<file path="config.mk">
export PLATFORM = sky130hd
export DESIGN_NAME = fetch_unit
export DESIGN_NICKNAME = d
export VERILOG_FILES = /design/src/rtl/fetch_unit.sv
export SDC_FILE = /design/constraint.sdc
export NUM_CORES = 1
export LEC_CHECK = 0
export CORE_UTILIZATION = 41
export CTS_CLUSTER_DIAMETER = 30
export DETAILED_ROUTE_END_ITERATION = 16
export DONT_BUFFER_PORTS = 1
export PLACE_DENSITY = 0.64
export REMOVE_ABC_BUFFERS = 1
export SETUP_SLACK_MARGIN = 0.3
export SYNTH_ARGS = -nofsm -noshare
export SYNTH_HDL_FRONTEND = slang
export SYNTH_SLANG_ARGS = --single-unit
</file>
<file path="constraint.sdc">
create_clock -name clk -period 15.27 [get_ports clk]
set_input_delay 0.7635 -clock clk [delete_from_list [all_inputs] [get_ports clk]]
set_output_delay 0.7635 -clock clk [all_outputs]
set_load 0.05 [all_outputs]
</file>
<file path="src/rtl/fetch_unit.sv">
// Instruction fetch stage: owns the PC, fetches words over req/ack and buffers them
// with their PCs in a small FIFO that feeds the decoder through valid/ready.
module fetch_unit #(
  parameter logic [31:0] RESET_PC  = 32'h0000_0000,
  parameter int unsigned BUF_DEPTH = 2
) (
  input  logic        clk,
  input  logic        rst,
  output logic        imem_req,
  output logic [31:0] imem_addr,
  input  logic        imem_ack,
  input  logic [31:0] imem_rdata,
  input  logic        redirect,
  input  logic [31:0] redirect_pc,
  output logic        inst_valid,
  output logic [31:0] inst,
  output logic [31:0] inst_pc,
  input  logic        inst_ready
);

  localparam int unsigned PtrW = (BUF_DEPTH > 1) ? $clog2(BUF_DEPTH) : 1;
  localparam int unsigned CntW = $clog2(BUF_DEPTH + 1);

  typedef enum logic [1:0] {StIdle, StFetch, StDrain} state_t;

  state_t            state_q, state_d;
  logic [31:0]       pc_q, pc_d;
  logic [31:0]       target_q, target_d;
  logic [CntW-1:0]   count_q;
  logic [PtrW-1:0]   wr_ptr_q, rd_ptr_q;
  logic [31:0]       data_mem [BUF_DEPTH];
  logic [31:0]       pc_mem   [BUF_DEPTH];
  logic [31:0]       held_inst_q, held_pc_q;

  logic [31:0] redirect_tgt;
  logic        flush, push, pop;

  assign redirect_tgt = {redirect_pc[31:2], 2'b00};
  assign flush        = redirect && (state_q != StIdle);
  assign push         = (state_q == StFetch) && imem_req && imem_ack && !redirect;
  assign pop          = inst_valid && inst_ready && !flush;

  function automatic logic [PtrW-1:0] ptr_inc(input logic [PtrW-1:0] p);
    return (p == PtrW'(BUF_DEPTH - 1)) ? '0 : p + PtrW'(1);
  endfunction

  // State register
  always_ff @(posedge clk or posedge rst) begin
    if (rst) begin
      state_q  <= StIdle;
      pc_q     <= RESET_PC;
      target_q <= RESET_PC;
    end else begin
      state_q  <= state_d;
      pc_q     <= pc_d;
      target_q <= target_d;
    end
  end

  // Next state
  always_comb begin
    state_d  = state_q;
    pc_d     = pc_q;
    target_d = target_q;
    case (state_q)
      StIdle: state_d = StFetch;
      StFetch: begin
        if (redirect) begin
          // A raised request must be drained before the new target can be fetched.
          if (imem_req && !imem_ack) begin
            state_d  = StDrain;
            target_d = redirect_tgt;
          end else begin
            pc_d = redirect_tgt;
          end
        end else if (push) begin
          pc_d = pc_q + 32'd4;
        end
      end
      StDrain: begin
        if (redirect) target_d = redirect_tgt;
        if (imem_ack) begin
          state_d = StFetch;
          pc_d    = redirect ? redirect_tgt : target_q;
        end
      end
      default: state_d = StIdle;
    endcase
  end

  // Outputs
  always_comb begin
    imem_req   = ((state_q == StFetch) && (count_q < CntW'(BUF_DEPTH))) || (state_q == StDrain);
    imem_addr  = pc_q;
    inst_valid = (count_q != '0);
    inst       = inst_valid ? data_mem[rd_ptr_q] : held_inst_q;
    inst_pc    = inst_valid ? pc_mem[rd_ptr_q]   : held_pc_q;
  end

  // Instruction FIFO
  always_ff @(posedge clk or posedge rst) begin
    if (rst) begin
      count_q     <= '0;
      wr_ptr_q    <= '0;
      rd_ptr_q    <= '0;
      held_inst_q <= '0;
      held_pc_q   <= '0;
      for (int i = 0; i < BUF_DEPTH; i++) begin
        data_mem[i] <= '0;
        pc_mem[i]   <= '0;
      end
    end else begin
      // Remember the presented head so an empty FIFO keeps showing it.
      if (inst_valid) begin
        held_inst_q <= data_mem[rd_ptr_q];
        held_pc_q   <= pc_mem[rd_ptr_q];
      end
      if (flush) begin
        count_q  <= '0;
        wr_ptr_q <= '0;
        rd_ptr_q <= '0;
      end else begin
        if (push) begin
          data_mem[wr_ptr_q] <= imem_rdata;
          pc_mem[wr_ptr_q]   <= pc_q;
          wr_ptr_q           <= ptr_inc(wr_ptr_q);
        end
        if (pop) rd_ptr_q <= ptr_inc(rd_ptr_q);
        if (push && !pop)      count_q <= count_q + CntW'(1);
        else if (pop && !push) count_q <= count_q - CntW'(1);
      end
    end
  end

endmodule

</file>
==> Word level (Yosys, flattened, before mapping) <==
Cells that the tools add are included.
{ "word_totals": {"ff_bits": 262, "word_cells": 93, "out_inout_bits": 98} }
{ "classes": {"n_lt_le_gt_ge": 4, "add_sub_neg": 5, "bitwise": 3, "n_reduce_logical": 28, "eq_ne": 7, "mux": 34} }
{ "op_table": {"columns": ["op", "n"], "rows": [
  ["$mux 32", 16],
  ["$bwmux 64", 2],
  ["$pmux 32 s2", 2],
  ["$add 32x3->32 const B", 1],
  ["$demux 32 s1", 1],
  ["$mux 2", 6],
  ["$logic_and 1x1->1", 11],
  ["$reduce_bool 2->1", 5],
  ["$mux 1", 6],
  ["$ne 3x3->1 const B", 2],
  ["$pmux 2 s3", 1],
  ["$reduce_and 3->1", 2],
  ["$logic_not 1->1", 5],
  ["$ge 2x2->1 const B", 2],
  ["$ne 2x2->1 const B", 2],
  ["$not 1->2", 2],
  ["$reduce_and 4->1", 1],
  ["$reduce_bool 3->1", 1],
  ["$add 1x1->1 const B", 2],
  ["$add 2x1->2 const B", 1],
  ["$eq 2x1->1 const B", 1],
  ["$eq 2x2->1 const B", 1],
  ["$logic_not 2->1", 1],
  ["$lt 2x1->1 const B", 1],
  ["6 further kinds", 6]
]} }

==> Longest topological paths before layout <==
{ "logic_depth": {"ltp_word": 11, "mapped_depth": 9} }

==> Least setup slack after synthesis <==
Ideal clock, no wire load.
{ "synth_timing": {"kind": "reg-to-output", "start": "reg count_q[0]", "end": "out inst_pc[22]", "stages_incl_launch_ff": 6, "t_required_ns": 14.507, "setup_slack_ns": 12.202, "arrival_ns": 2.304, "path_buffers": 3, "cell_sequence": "dfrtp_1 or2_2 clkbuf_1 clkbuf_1 clkbuf_1 a21oi_1"} }
{ "synth_via": {"elab_chain_len": 2} }
{ "synth_lines": {"columns": ["element", "line", "text"], "rows": [
  ["start, declared", "29", "logic [CntW-1:0] count_q;"],
  ["start signal, assigned", "129", "if (push && !pop) count_q <= count_q + CntW'(1);"],
  ["start signal, assigned", "130", "else if (pop && !push) count_q <= count_q - CntW'(1);"],
  ["$reduce_bool 2->1", "95", "inst_valid = (count_q != '0);"],
  ["net inst_valid", "15", "output logic inst_valid,"],
  ["$mux 32", null, null],
  ["end, declared", "17", "output logic [31:0] inst_pc,"]
]} }
The timed path passes the listed nets, and every way through them passes these cells.

==> Final worst setup path <==
{ "layout_timing": {"start": "reg count_q[1]", "end": "out inst_pc[15]"} }
Same word-level chain as after synthesis.

==> summary.txt <==
Placement
  • DP HPWL: 16300 um
  • Input/output buffers: 0
  • Placed Cells: 1260
  • Routability cong.: 0.785
  • Pre-CTS setup slack: 11570 ps

Detailed routing
  • DR vias/cell: 5.44
  • First DRT Iteration DRCs: 351
  • Via count: 7492
  • DRC errors left: 0
  • Final Routed Wirelength: 26800 um
  • Routed Antenna Nets: 0
  • Wire length per cell: 19.5 um
  • DRT Pass-1 Iters: 5

STA
  • Setup TNS: 0 ps
  • Min Tclk post-route: 4310 ps
  • Post-route setup slack: 10960 ps
  • Fin Hold WS: 230 ps
  • Relative slew margins: 0.173
  • Worst Max-Slew Pin Slew: 1240 ps
  • Hold Vio Cnt, Final: 0
  • Worst clock skew: 16.1 ps
  • Fmax: 232 MHz
  • Final Max Tran Viols: 0
  • Final Setup Violations: 0
  • Fin crit share: 0.282
  • RSZ-0062 raised after global routing: no

Hold path
  • Worst Hold Class: input port to async pin

Floorplanning
  • Core area: 27200 um^2
  • Die width: 169 um
  • Die H: 169 um
  • Starting density of the core: 0.421
  • Row count: 60
  • Die area: 28600 um^2
  • IO Pins: 167

Pwr
  • Cell Int Power: 2360 uW
  • Reg power frac: 0.345
  • Power Dens Cells: 288 nW/um^2
  • Final Power: 4030 uW
  • Switching Share: 0.414
  • Psw: 1670 uW
  • Comb power frac: 0.316
  • Pleak: 0.00604 uW
  • Peak VDD IR: 0.000171 V
  • Clock power share: 0.339

CTS
  • # clock sinks: 262
  • Hold buffer count at CTS: 0
  • Cts repair resizes: 0
  • Post-CTS Setup Repair Bufs: 0
  • H-tree depth: 2
  • CTS tree: done
  • Clk_lat worst skew: 570 ps
  • Clk root buf: clkbuf_16
  • Clock tree buffer depth: 3
  • Num CTS Buffers: 61
  • Clock transition at path regs: 50 ps

GRT
  • Vias in the first global route: 7793
  • Grt ovf: 0
  • Antenna violations before repair: 0
  • Gr usage total: 0.193
  • Largest net degree at the start of global routing: 125
  • First-pass GRT wire length: 43200 um

Yosys
  • Primary FF master, synth: dfrtp_1
  • Share of Yosys cell area claimed by the top area cell type: 0.573
  • Post-synth ARST share: 1.00
  • Yosys warns: 0
  • Most common cell in the netlist: dfrtp_1
  • Mean post-synth cell area: 12.2 um^2
  • Synth top area cells: dfrtp_1, mux2_2, mux2i_1
  • Seq/Total Area, Yosys: 0.573
  • Post-Synthesis Cells: 939
  • Post-Syn Area: 11400 um^2
  • Post-synth EDFFs: 0
  • Synth cell count leaders: dfrtp_1, mux2_2, nor2_1
  • Seq cells post-synth: 262
  • Yosys cell types: 58
  • Top cell type by total area after synthesis: dfrtp_1

Setup path
  • Setup CP Type: register to output pin
  • R2r startpoint: state_q[0]$_DFFE_PP0P_
  • CP Launch Type: register
  • Crit-path max FO: 75
  • CP max-delay cell: a21oi_1
  • Worst EP arrival: 3540 ps
  • Slowest stage delay, CP: 950 ps
  • R2r endpoint: target_q[15]$_DFFE_PP0P_
  • Worst R2R Setup Slack: 11850 ps
  • FF-to-FF path depth: 7
  • CP bufs+invs: 1
  • Setup crit end kind: output pin
  • Worst path cell trace: or2_4, buf_4, nor2_1, a21oi_1
  • WP data required: 14510 ps
  • Family with the most delay on the worst path: compound AO/OA/AOI/OAI gates

Flow run
  • Max-cap violation count: 0

Finish
  • Nets: 1026
  • Share of cells above drive strength 1: 0.299
  • Final cell count without fillers: 1376
  • # diodes: 0
  • Layout area overhead: 22.4%

Outcome
  • Run status: finished clean
-- layout by cell type, fill, tap and decap left out, drive strengths merged, types with 2 or more instances in the layout --
cell and count:
nor3 9, or2 2, nand3 13, and4 3, nor4 4, clkbuf 76
xnor2 3, a32o 5, nand4 7, clkinvlp 6, a21oi 81, o31a 4
clkinv 23, mux2 158, nor2 95, and2 2, mux2i 68, o21ai 49
dfrtp 262, o41ai 2, buf 13, inv 13, a41oi 2, or3 3
a22o 9, nor2b 3, bufinv 10, o41a 3, a221oi 4, o21bai 2
ha 6, a221o 2, a31oi 13, a22oi 8, nand2 19, o22ai 4
and3 4
-- power groups by stage --
stage                     Combinational [uW]  Sequential, uW  Clock (uW)
final                                   1270            1390        1360
after global routing                    1370            1440        1430
after CTS                               1290            1400        1390
after detailed placement                1280            1400           0
after global placement                  1260            1390           0
after floorplan                         1100            1330           0
-- worst register-to-register path: stages, from the launching register on --
cell and delay [ps]:
dfrtp_1 420, inv_1 120, ha_1 640, a21oi_1 220
inv_1 420, nand3_1 670, buf_4 490, mux2_2 330
-- state kept, by name (all words and copies together), names as in the netlist, 2 cells and up --
name and count:
count_q 2, data_mem 64, held_inst_q 32, held_pc_q 32
imem_addr 32, pc_mem 64, state_q 2, target_q 32
-- cell type report --
| type | instances | area [um^2] |
|---|---|---|
| Fill cell | 2394 | 13200 |
| Sequential cell | 262 | 6560 |
| Multi-Input combinational cell | 601 | 4610 |
| Clock buffer | 76 | 1710 |
| Clock inverter | 40 | 507 |
| Tap cell | 372 | 465 |
| Timing Repair Buffer | 13 | 97.6 |
| Inverter | 12 | 52.6 |
-- logic make-up (layout without fill, tap and decap cells) --
| kind of cell | after synthesis | after routing | share of synthesized area |
|---|---|---|---|
| flops | 262 | 262 | 0.573 |
| simple gates | 169 | 169 | 0.0710 |
| buf+inv | 76 | 141 | 0.0274 |
| mux | 226 | 226 | 0.215 |
| compound gates | 196 | 196 | 0.104 |
| fa+ha+maj | 6 | 6 | 0.00656 |
| xor+xnor | 4 | 4 | 0.00306 |
-- routing by layer --
layer  vias to the layer above  GRT usage  share of wire  routed length, um
met5                         -          0              0                  0
met4                         0     0.0729          0.024                631
met3                        58     0.0741           0.10               2690
met2                       238      0.300           0.46              12200
met1                      3744      0.244           0.42              11300
li1                       3452          -              -                  -
-- how the worst max path moves through the flow --
stage | slack [ps] | to | from | cells past startpoint
2_1_floorplan | 7120 | data_mem[32]$_DFFE_PP0P_ | state_q[0]$_DFFE_PP0P_ | 5
3_3_place_gp | 11580 | inst_pc[15] | count_q[1]$_DFFE_PP0P_ | 4
3_5_place_dp | 11570 | inst_pc[5] | count_q[1]$_DFFE_PP0P_ | 4
4_1_cts | 10950 | inst_pc[5] | count_q[1]$_DFFE_PP0P_ | 4
5_1_grt | 10760 | inst_pc[15] | count_q[1]$_DFFE_PP0P_ | 4
6_report | 10960 | inst_pc[15] | count_q[1]$_DFFE_PP0P_ | 4
-- through the flow --
step                instance area (um^2)   util
floorplan                          11200      -
global placement                   11800  0.434
detailed placement                 11800  0.434
CTS                                14000  0.515
global route                       14000  0.515
finish                             14000  0.515
No activity file was read; power rests on OpenSTA's default activity.
